File: src/rtl/ifq_pkg.sv
// ifq_pkg: shared entry type, fetch FSM states and PC step for the instruction fetch queue
package ifq_pkg;
    localparam logic [31:0] PC_INCR = 32'd4;
    typedef struct packed {
        logic [31:0] pc;
        logic [31:0] instr;
    } ifq_entry_t;
    typedef enum logic [1:0] {IDLE, REQ, DISCARD} ifq_state_e;
endpackage

File: src/rtl/ifq_fifo.sv
// ifq_fifo: DEPTH-entry circular buffer of fetched {pc, instr} with synchronous flush
module ifq_fifo
    import ifq_pkg::*;
#(
    parameter int DEPTH = 4,
    localparam int AW = $clog2(DEPTH),
    localparam int CW = AW + 1
) (
    input  logic          clk_i,
    input  logic          rst_i,
    input  logic          flush_i,
    input  logic          push_i,
    input  logic          pop_i,
    input  ifq_entry_t    wdata_i,
    output ifq_entry_t    rdata_o,
    output logic [CW-1:0] count_o
);
    ifq_entry_t mem_q [DEPTH];
    logic [AW-1:0] wr_ptr_q, wr_ptr_d, rd_ptr_q, rd_ptr_d;
    logic [CW-1:0] count_q, count_d;
    always_comb begin
        wr_ptr_d = flush_i ? '0 : wr_ptr_q + AW'(push_i);
        rd_ptr_d = flush_i ? '0 : rd_ptr_q + AW'(pop_i);
        count_d  = flush_i ? '0 : count_q + CW'(push_i) - CW'(pop_i);
    end
    always_ff @(posedge clk_i or posedge rst_i) begin
        if (rst_i) begin
            wr_ptr_q <= '0;
            rd_ptr_q <= '0;
            count_q  <= '0;
        end else begin
            wr_ptr_q <= wr_ptr_d;
            rd_ptr_q <= rd_ptr_d;
            count_q  <= count_d;
        end
    end
    // Storage needs no reset: the top never exposes an entry while count is zero.
    always_ff @(posedge clk_i) begin
        if (push_i && !flush_i) mem_q[wr_ptr_q] <= wdata_i;
    end
    assign rdata_o = mem_q[rd_ptr_q];
    assign count_o = count_q;
endmodule

File: src/rtl/instr_fetch_queue.sv
// instr_fetch_queue: single-outstanding sequential fetcher feeding a decoder FIFO with redirect flush.
// Define IFQ_BYPASS_EN to forward a response straight to decode when the queue is empty.
module instr_fetch_queue
    import ifq_pkg::*;
#(
    parameter int          DEPTH    = 4,
    parameter logic [31:0] RESET_PC = 32'h0000_0000
) (
    input  logic        clk_i,
    input  logic        rst_i,
    output logic        imem_req_o,
    output logic [31:0] imem_addr_o,
    input  logic        imem_ack_i,
    input  logic [31:0] imem_data_i,
    output logic        instr_valid_o,
    output logic [31:0] instr_o,
    output logic [31:0] pc_o,
    output logic [31:0] pc_next_o,
    input  logic        instr_ready_i,
    input  logic        redirect_i,
    input  logic [31:0] redirect_pc_i
);
    localparam int CW = $clog2(DEPTH) + 1;
    localparam logic [CW-1:0] FULL = CW'(DEPTH);
    ifq_state_e    state_q, state_d;
    logic [31:0]   fetch_pc_q, fetch_pc_d, addr_q, addr_d;
    logic          req_q, req_d, ack, push, pop, fifo_valid;
    logic [CW-1:0] count, count_nxt;
    ifq_entry_t    head, wdata;

    assign ack        = req_q & imem_ack_i;
    assign fifo_valid = count != '0;
    assign pop        = fifo_valid & instr_ready_i & ~redirect_i;
    assign wdata      = '{pc: addr_q, instr: imem_data_i};
`ifdef IFQ_BYPASS_EN
    logic bypass;
    assign bypass        = ~fifo_valid & (state_q == REQ) & ack & ~redirect_i;
    assign push          = (state_q == REQ) & ack & ~redirect_i & ~(bypass & instr_ready_i);
    assign instr_valid_o = fifo_valid | bypass;
    assign instr_o       = bypass ? imem_data_i : fifo_valid ? head.instr : '0;
    assign pc_o          = bypass ? addr_q : fifo_valid ? head.pc : '0;
`else
    assign push          = (state_q == REQ) & ack & ~redirect_i;
    assign instr_valid_o = fifo_valid;
    assign instr_o       = fifo_valid ? head.instr : '0;
    assign pc_o          = fifo_valid ? head.pc : '0;
`endif
    assign pc_next_o   = pc_o + PC_INCR;
    assign count_nxt   = count + CW'(push) - CW'(pop);
    assign imem_req_o  = req_q;
    assign imem_addr_o = addr_q;

    // A request is only issued once a slot is guaranteed, so an ack never overflows the FIFO.
    always_comb begin
        state_d    = state_q;
        fetch_pc_d = fetch_pc_q;
        case (state_q)
            IDLE:    state_d = count_nxt < FULL ? REQ : IDLE;
            REQ: begin
                if (ack) begin
                    fetch_pc_d = fetch_pc_q + PC_INCR;
                    state_d    = count_nxt < FULL ? REQ : IDLE;
                end
            end
            DISCARD: state_d = ack ? REQ : DISCARD;
            default: state_d = IDLE;
        endcase
        if (redirect_i) begin
            fetch_pc_d = redirect_pc_i;
            state_d    = (state_q != IDLE && !ack) ? DISCARD : REQ;
        end
        addr_d = state_d == DISCARD ? addr_q : fetch_pc_d;
        req_d  = state_d != IDLE;
    end

    always_ff @(posedge clk_i or posedge rst_i) begin
        if (rst_i) begin
            state_q    <= IDLE;
            fetch_pc_q <= RESET_PC;
            addr_q     <= RESET_PC;
            req_q      <= 1'b0;
        end else begin
            state_q    <= state_d;
            fetch_pc_q <= fetch_pc_d;
            addr_q     <= addr_d;
            req_q      <= req_d;
        end
    end

    ifq_fifo #(.DEPTH(DEPTH)) u_fifo (
        .clk_i   (clk_i),
        .rst_i   (rst_i),
        .flush_i (redirect_i),
        .push_i  (push),
        .pop_i   (pop),
        .wdata_i (wdata),
        .rdata_o (head),
        .count_o (count)
    );
endmodule

File: config.mk
export PLATFORM = sky130hd
export DESIGN_NAME = instr_fetch_queue
export DESIGN_NICKNAME = d
export VERILOG_FILES = /design/src/rtl/ifq_pkg.sv /design/src/rtl/ifq_fifo.sv /design/src/rtl/instr_fetch_queue.sv
export SDC_FILE = /design/constraint.sdc
export NUM_CORES = 1
export LEC_CHECK = 0
export ABC_AREA = 1
export CORE_AREA = 2 2 200 202
export CTS_CLUSTER_DIAMETER = 100
export CTS_CLUSTER_SIZE = 24
export DETAILED_ROUTE_END_ITERATION = 10
export DIE_AREA = 0 0 202 204
export SLEW_MARGIN = 5
export SYNTH_ARGS = -nofsm -noshare
export SYNTH_HDL_FRONTEND = slang
export SYNTH_SLANG_ARGS = --single-unit
File: constraint.sdc
create_clock -name clk_i -period 19 [get_ports clk_i]
set_input_delay 2.85 -clock clk_i [delete_from_list [all_inputs] [get_ports clk_i]]
set_output_delay 2.85 -clock clk_i [all_outputs]
set_load 0.02 [all_outputs]
* Word-level counts from Yosys, hierarchy flattened *
Memory sizes are Yosys's and may differ from the RTL's.
Cells that the tools add are included.
Widths: inputs -> output; s select.

operators by class
  add/sub/neg operators = 6
  $lt $le $gt $ge = 1
  equality and inequality tests = 3
  mux-type cells = 16
  bitwise operators = 6
  reduce and logical (&&, ||, !) cells = 8

operator list
  kind                   count
  $mux 32                5
  $add 32x3->32 const B  2
  $mux 2                 6
  $pmux 2 s3             1
  $and 1x1->1            5
  $add 2x1->2            2
  $eq 2x2->1 const B     2
  $reduce_bool 2->1      2
  $add 3x1->3            1
  $lt 3x3->1 const B     1
  $mux 1                 3
  $mux 3                 1
  $reduce_bool 3->1      1
  $sub 3x1->3            1
  $eq 2x1->1 const B     1
  $logic_and 1x1->1      2
  $logic_not 1->1        2
  $logic_not 2->1        1
  $not 1->1              1

word-level totals
  bits in registers = 74
  memory bits (writable) = 256
  input port bits = 69
  logic and storage cells = 48
  memories kept = 1

memories
  name          words  bits a word  read ports  clocked after memory_dff  write ports  line            text
  u_fifo.mem_q  4      64           1           0                         1            ifq_fifo.sv:18  ifq_entry_t mem_q [DEPTH];

* Depth between registers and ports, before layout *
  depth in word-level cells = 11
  gate-level depth with buffers = 17
  gate-level depth less buffers = 14

* Cells and area by module *
From an unflattened synthesis, not the netlist that was laid out.

unflattened totals
  cell total of the unflattened synthesis = 1589
  area total of the unflattened synthesis = 15573.7 um^2

by module, submodules not included
  module             times used  cells each  area each (um^2)  sequential area each (um^2)
  ifq_fifo           1           789         10363.7           7862.5
  instr_fetch_queue  1           800         5210.0            1676.6

* Least setup slack after synthesis *
No wires, ideal clock.

  kind = in2reg
  start = in imem_ack_i
  end = mem u_fifo.mem_q[0][0] (netlist name) (enable)
  library setup time = 565 ps
  arrival time = 7853 ps
  data required time = 18435 ps
  setup slack = 10582 ps
  cell stages on the path = 6
  buffers on the path = 0
  cells stage by stage = nand2_1 nor2_2 inv_1 nor2_1 inv_1 nor3_1

on the way
  word-level cells in the longest chain between the ends = 6

ends and longest elaborated chain
  element                       line                     text
  from (decl)                   instr_fetch_queue.sv:13  input logic imem_ack_i,
  $and 1x1->1                   instr_fetch_queue.sv:31  assign ack = req_q & imem_ack_i;
  $and 1x1->1 (2 in series)     instr_fetch_queue.sv:43  assign push = (state_q == REQ) & ack & ~redirect_i;
  $logic_and 1x1->1             ifq_fifo.sv:39           if (push_i && !flush_i) mem_q[wr_ptr_q] <= wdata_i;
  $mux 1                        ifq_fifo.sv:39
  $mux 1 (not written as such)  ifq_fifo.sv:39
  to (decl)                     ifq_fifo.sv:18

No other way between the ends.

* Worst setup path in the final report *
  start = reg u_fifo.rd_ptr_q[0]
  end = out pc_next_o[17]

on the way
  word-level cells in the longest chain between the ends = 3

ends and longest elaborated chain
  element                 line                     text
  from (decl)             ifq_fifo.sv:19           logic [AW-1:0] wr_ptr_q, wr_ptr_d, rd_ptr_q, rd_ptr_d;
  from (signal assigned)  ifq_fifo.sv:33           rd_ptr_q <= rd_ptr_d;
  $mem_v2 4x64            -
  $mux 32                 instr_fetch_queue.sv:46  assign pc_o = fifo_valid ? head.pc : '0;
  $add 32x3->32           instr_fetch_queue.sv:48  assign pc_next_o = pc_o + PC_INCR;
  to (decl)               instr_fetch_queue.sv:18  output logic [31:0] pc_next_o,

No other way between the ends.

==> results by group <==
Die
  • Starting density of the core: 0.3840
  • Rows: 73
  • Die Ht: 204 µm
  • Die width: 202 µm
  • Core area: 39,180 µm²
  • Top Ports: 199
  • Die area: 41,210 µm²

Clock network
  • TritonCTS Buffers: 18
  • CTS sink cnt: 330
  • Post-CTS Hold Buffers: 0
  • Cts repair resizes: 0
  • Worst-skew pair later-pin latency: 0.52 ns
  • CTS tree: yes
  • Max clock buf depth: 3
  • Root Driver: clkbuf_16
  • Post-CTS Setup Inserts: 0
  • CTS H-tree depth: 1
  • CTS clk-pin slew, worst paths: 0.09 ns

Synthesis
  • Post-synth EDFFs: 256
  • Syn nets: 1,591
  • Sequential share of the synthesized area: 0.6340
  • Synthesized flop and latch total: 330
  • Number of distinct library cells after synthesis: 39
  • Share of the synthesized area in the top cell type: 0.5109
  • Mapped Area: 15,050 µm²
  • Top FF cell, synth: edfxtp_1
  • Post-synth ARST share: 0.2242
  • Warnings, synthesis: 0
  • Cell count after synthesis: 1,515
  • Syn avg cell area: 9.932 µm²
  • Post-synth top area cell: edfxtp_1
  • Main area contributors after synthesis: edfxtp_1 (51%), dfrtp_1 (12%), nand2_1 (8.9%), nor2_1 (5.9%), nand3_1 (3.8%)

STA
  • Final setup violation count: 0
  • Final period util: 0.3733
  • Fin. Hold Viols: 0
  • Final Critical Period: 7.093 ns
  • Final TNS setup: 0 ns
  • Slew Limit Fails: 0
  • Max Clock Skew: 0.01577 ns
  • Relative slew slack: 0.2639
  • Slew at the pin with the worst max-slew slack: 1.104 ns
  • Peak Freq: 141.0 MHz
  • RSZ-0062 raised after global routing: no

GRT
  • First-pass GRT wire length: 61,480 µm
  • Vias in the first global route: 10.72k
  • Grt ovf: 0
  • Initial antenna violation count: 0
  • Pin count of the biggest net entering global routing: 98
  • GRT Util Overall: 0.1913

Route
  • Vias per cell: 4.929
  • Initial DRC Count: 886
  • Vias post-DR: 10.91k
  • Overall routed net length: 39,750 µm
  • Wire length per cell: 17.96 µm
  • Drt drc: 0
  • Pre-antenna DRT Iters: 5
  • Routed Antenna Nets: 0

Final layout
  • Ant diodes: 0
  • Area grow syn2layout: 19.68%
  • Share of cells above drive strength 1: 0.07519
  • Most frequent cells in the layout: nand2_1 (355), edfxtp_1 (256), nor2_1 (235)
  • Commonest non-fill, non-tap cell in the layout: nand2_1
  • Post-Layout Inst Area: 18,010 µm²
  • Nets: 1,757

Critical path
  • Reg2Reg Launch Point: u_fifo.count_o[1]
  • Critical Path End Type: primary output
  • Crit Reg-Reg Endpoint: state_q[0]
  • Critical path launch point: u_fifo.rd_ptr_q[0]
  • Slowest cell delay on critical path: 0.70 ns
  • R2R Setup Slk: 15.35 ns
  • Setup crit start kind: flop
  • Critical-path cell list: inv_4 -> buf_4 -> nand2_1 -> nand3_1 -> nand2_2 -> nor2_2 -> nand2_2 -> nor2_2 -> nand2_1 -> xor2_1 -> clkdlybuf4s50_1
  • WP data required: 16.15 ns
  • Register-to-Register Path Depth: 16
  • Critical Path AT: 4.24 ns
  • Max FO, Critical Path: 78
  • CP endpoint: pc_next_o[17]
  • Crit path kind: flop to primary output
  • Highest-delay cell along the critical path: buf_4

Power and ir drop
  • Worst vdd ir: 73.82 µV
  • Leak Pwr: 6.848 nW
  • PwrDens: 132.5 nW/µm²
  • Total chip power: 2.386 mW

Outcome
  • Status: completed

Place
  • Detailed placement HPWL: 25,780 µm
  • Placed cell areas: 17,470 µm²
  • Input/output buffers: 198
  • RePlAce Congestion: 0.8917

Run
  • MaxCap Viol Count: 0

Min path
  • Hold Path Class: flop to flop
[logic make-up (layout without fill, tap and decap cells)]
kind of cell / count (synthesis) / in the layout / share of synthesized area
compound gates: 158 / 158 / 0.05538
xor+xnor: 26 / 26 / 0.01513
fa+ha+maj: 7 / 7 / 0.006320
buf+inv: 179 / 353 / 0.05131
flops: 330 / 330 / 0.6340
simple gates: 815 / 815 / 0.2379
[critical path, delay by kind of cell (launching register included)]
family	cells	cell delay, ns
AND/OR/NAND/NOR	7	0.99
XOR/XNOR	1	0.24
buffers and inverters	3	1.80
flip-flops	1	0.65
[metrics by stage]
stage          hold slack (ns)    util  instances  setup slack, ns
2_1_floorplan           0.4364       -       1515            10.58
5_1_grt                 0.5130  0.4596       2214            11.58
3_3_place_gp            0.4518  0.4460       2186            12.50
6_report                0.4733  0.4596       2214            11.91
3_5_place_dp            0.4576  0.4460       2186            12.43
4_1_cts                 0.4792  0.4596       2214            11.84
[flip-flops by register name, summed over array words and instances, names as in the netlist]
register	flops
u_fifo.mem_q	256
fetch_pc_q	32
imem_addr_o	32
u_fifo.count_o	3
state_q	2
u_fifo.rd_ptr_q	2
u_fifo.wr_ptr_q	2
imem_req_o	1
[report_power, final]
part | switching [mW] | leakage (nW) | total (mW) | internal (mW)
logic | 0.608 | 3.40 | 0.975 | 0.366
registers | 0.101 | 3.19 | 0.992 | 0.892
clock network | 0.230 | 0.255 | 0.419 | 0.188
total | 0.940 | 6.85 | 2.39 | 1.45
[cell type report]
type                    count  area [µm²]
clock buffers              25       498.0
clock inverters             3       36.28
fillers                  3673       21180
inverters                 113       426.7
multi-input cells        1006        4760
flip-flops and latches    330        9544
well taps                 525       656.9
repair buffers            212        2087
[synthesized netlist by cell type, drive strengths merged (16+ instances only)]
cell / instances
dfrtp: 74
nand2: 368
nor2: 266
nand3: 127
nor3: 16
xor2: 21
a21oi: 40
nand4: 23
clkbuf: 24
buf: 42
o21ai: 95
edfxtp: 256
inv: 112
[worst min-delay path by stage]
stage	startpoint	to	slack (ns)	cells past startpoint
finish	fetch_pc_q[0]	fetch_pc_q[0]	0.47	2
global route	fetch_pc_q[1]	fetch_pc_q[1]	0.51	2
CTS	fetch_pc_q[0]	fetch_pc_q[0]	0.48	2
detailed placement	fetch_pc_q[0]	fetch_pc_q[0]	0.46	2
global placement	fetch_pc_q[1]	fetch_pc_q[1]	0.45	2
floorplan	fetch_pc_q[0]	fetch_pc_q[0]	0.44	2
[layer usage]
layer | GRT usage | part of all wire | up-vias
li1 | - | - | 5379
met1 | 0.2661 | 0.46 | 5229
met2 | 0.3266 | 0.48 | 264
met3 | 0.01993 | 0.041 | 41
met4 | 0.03860 | 0.017 | 0
met5 | 0 | 0 | -
Power figures use the tool's default switching activity.
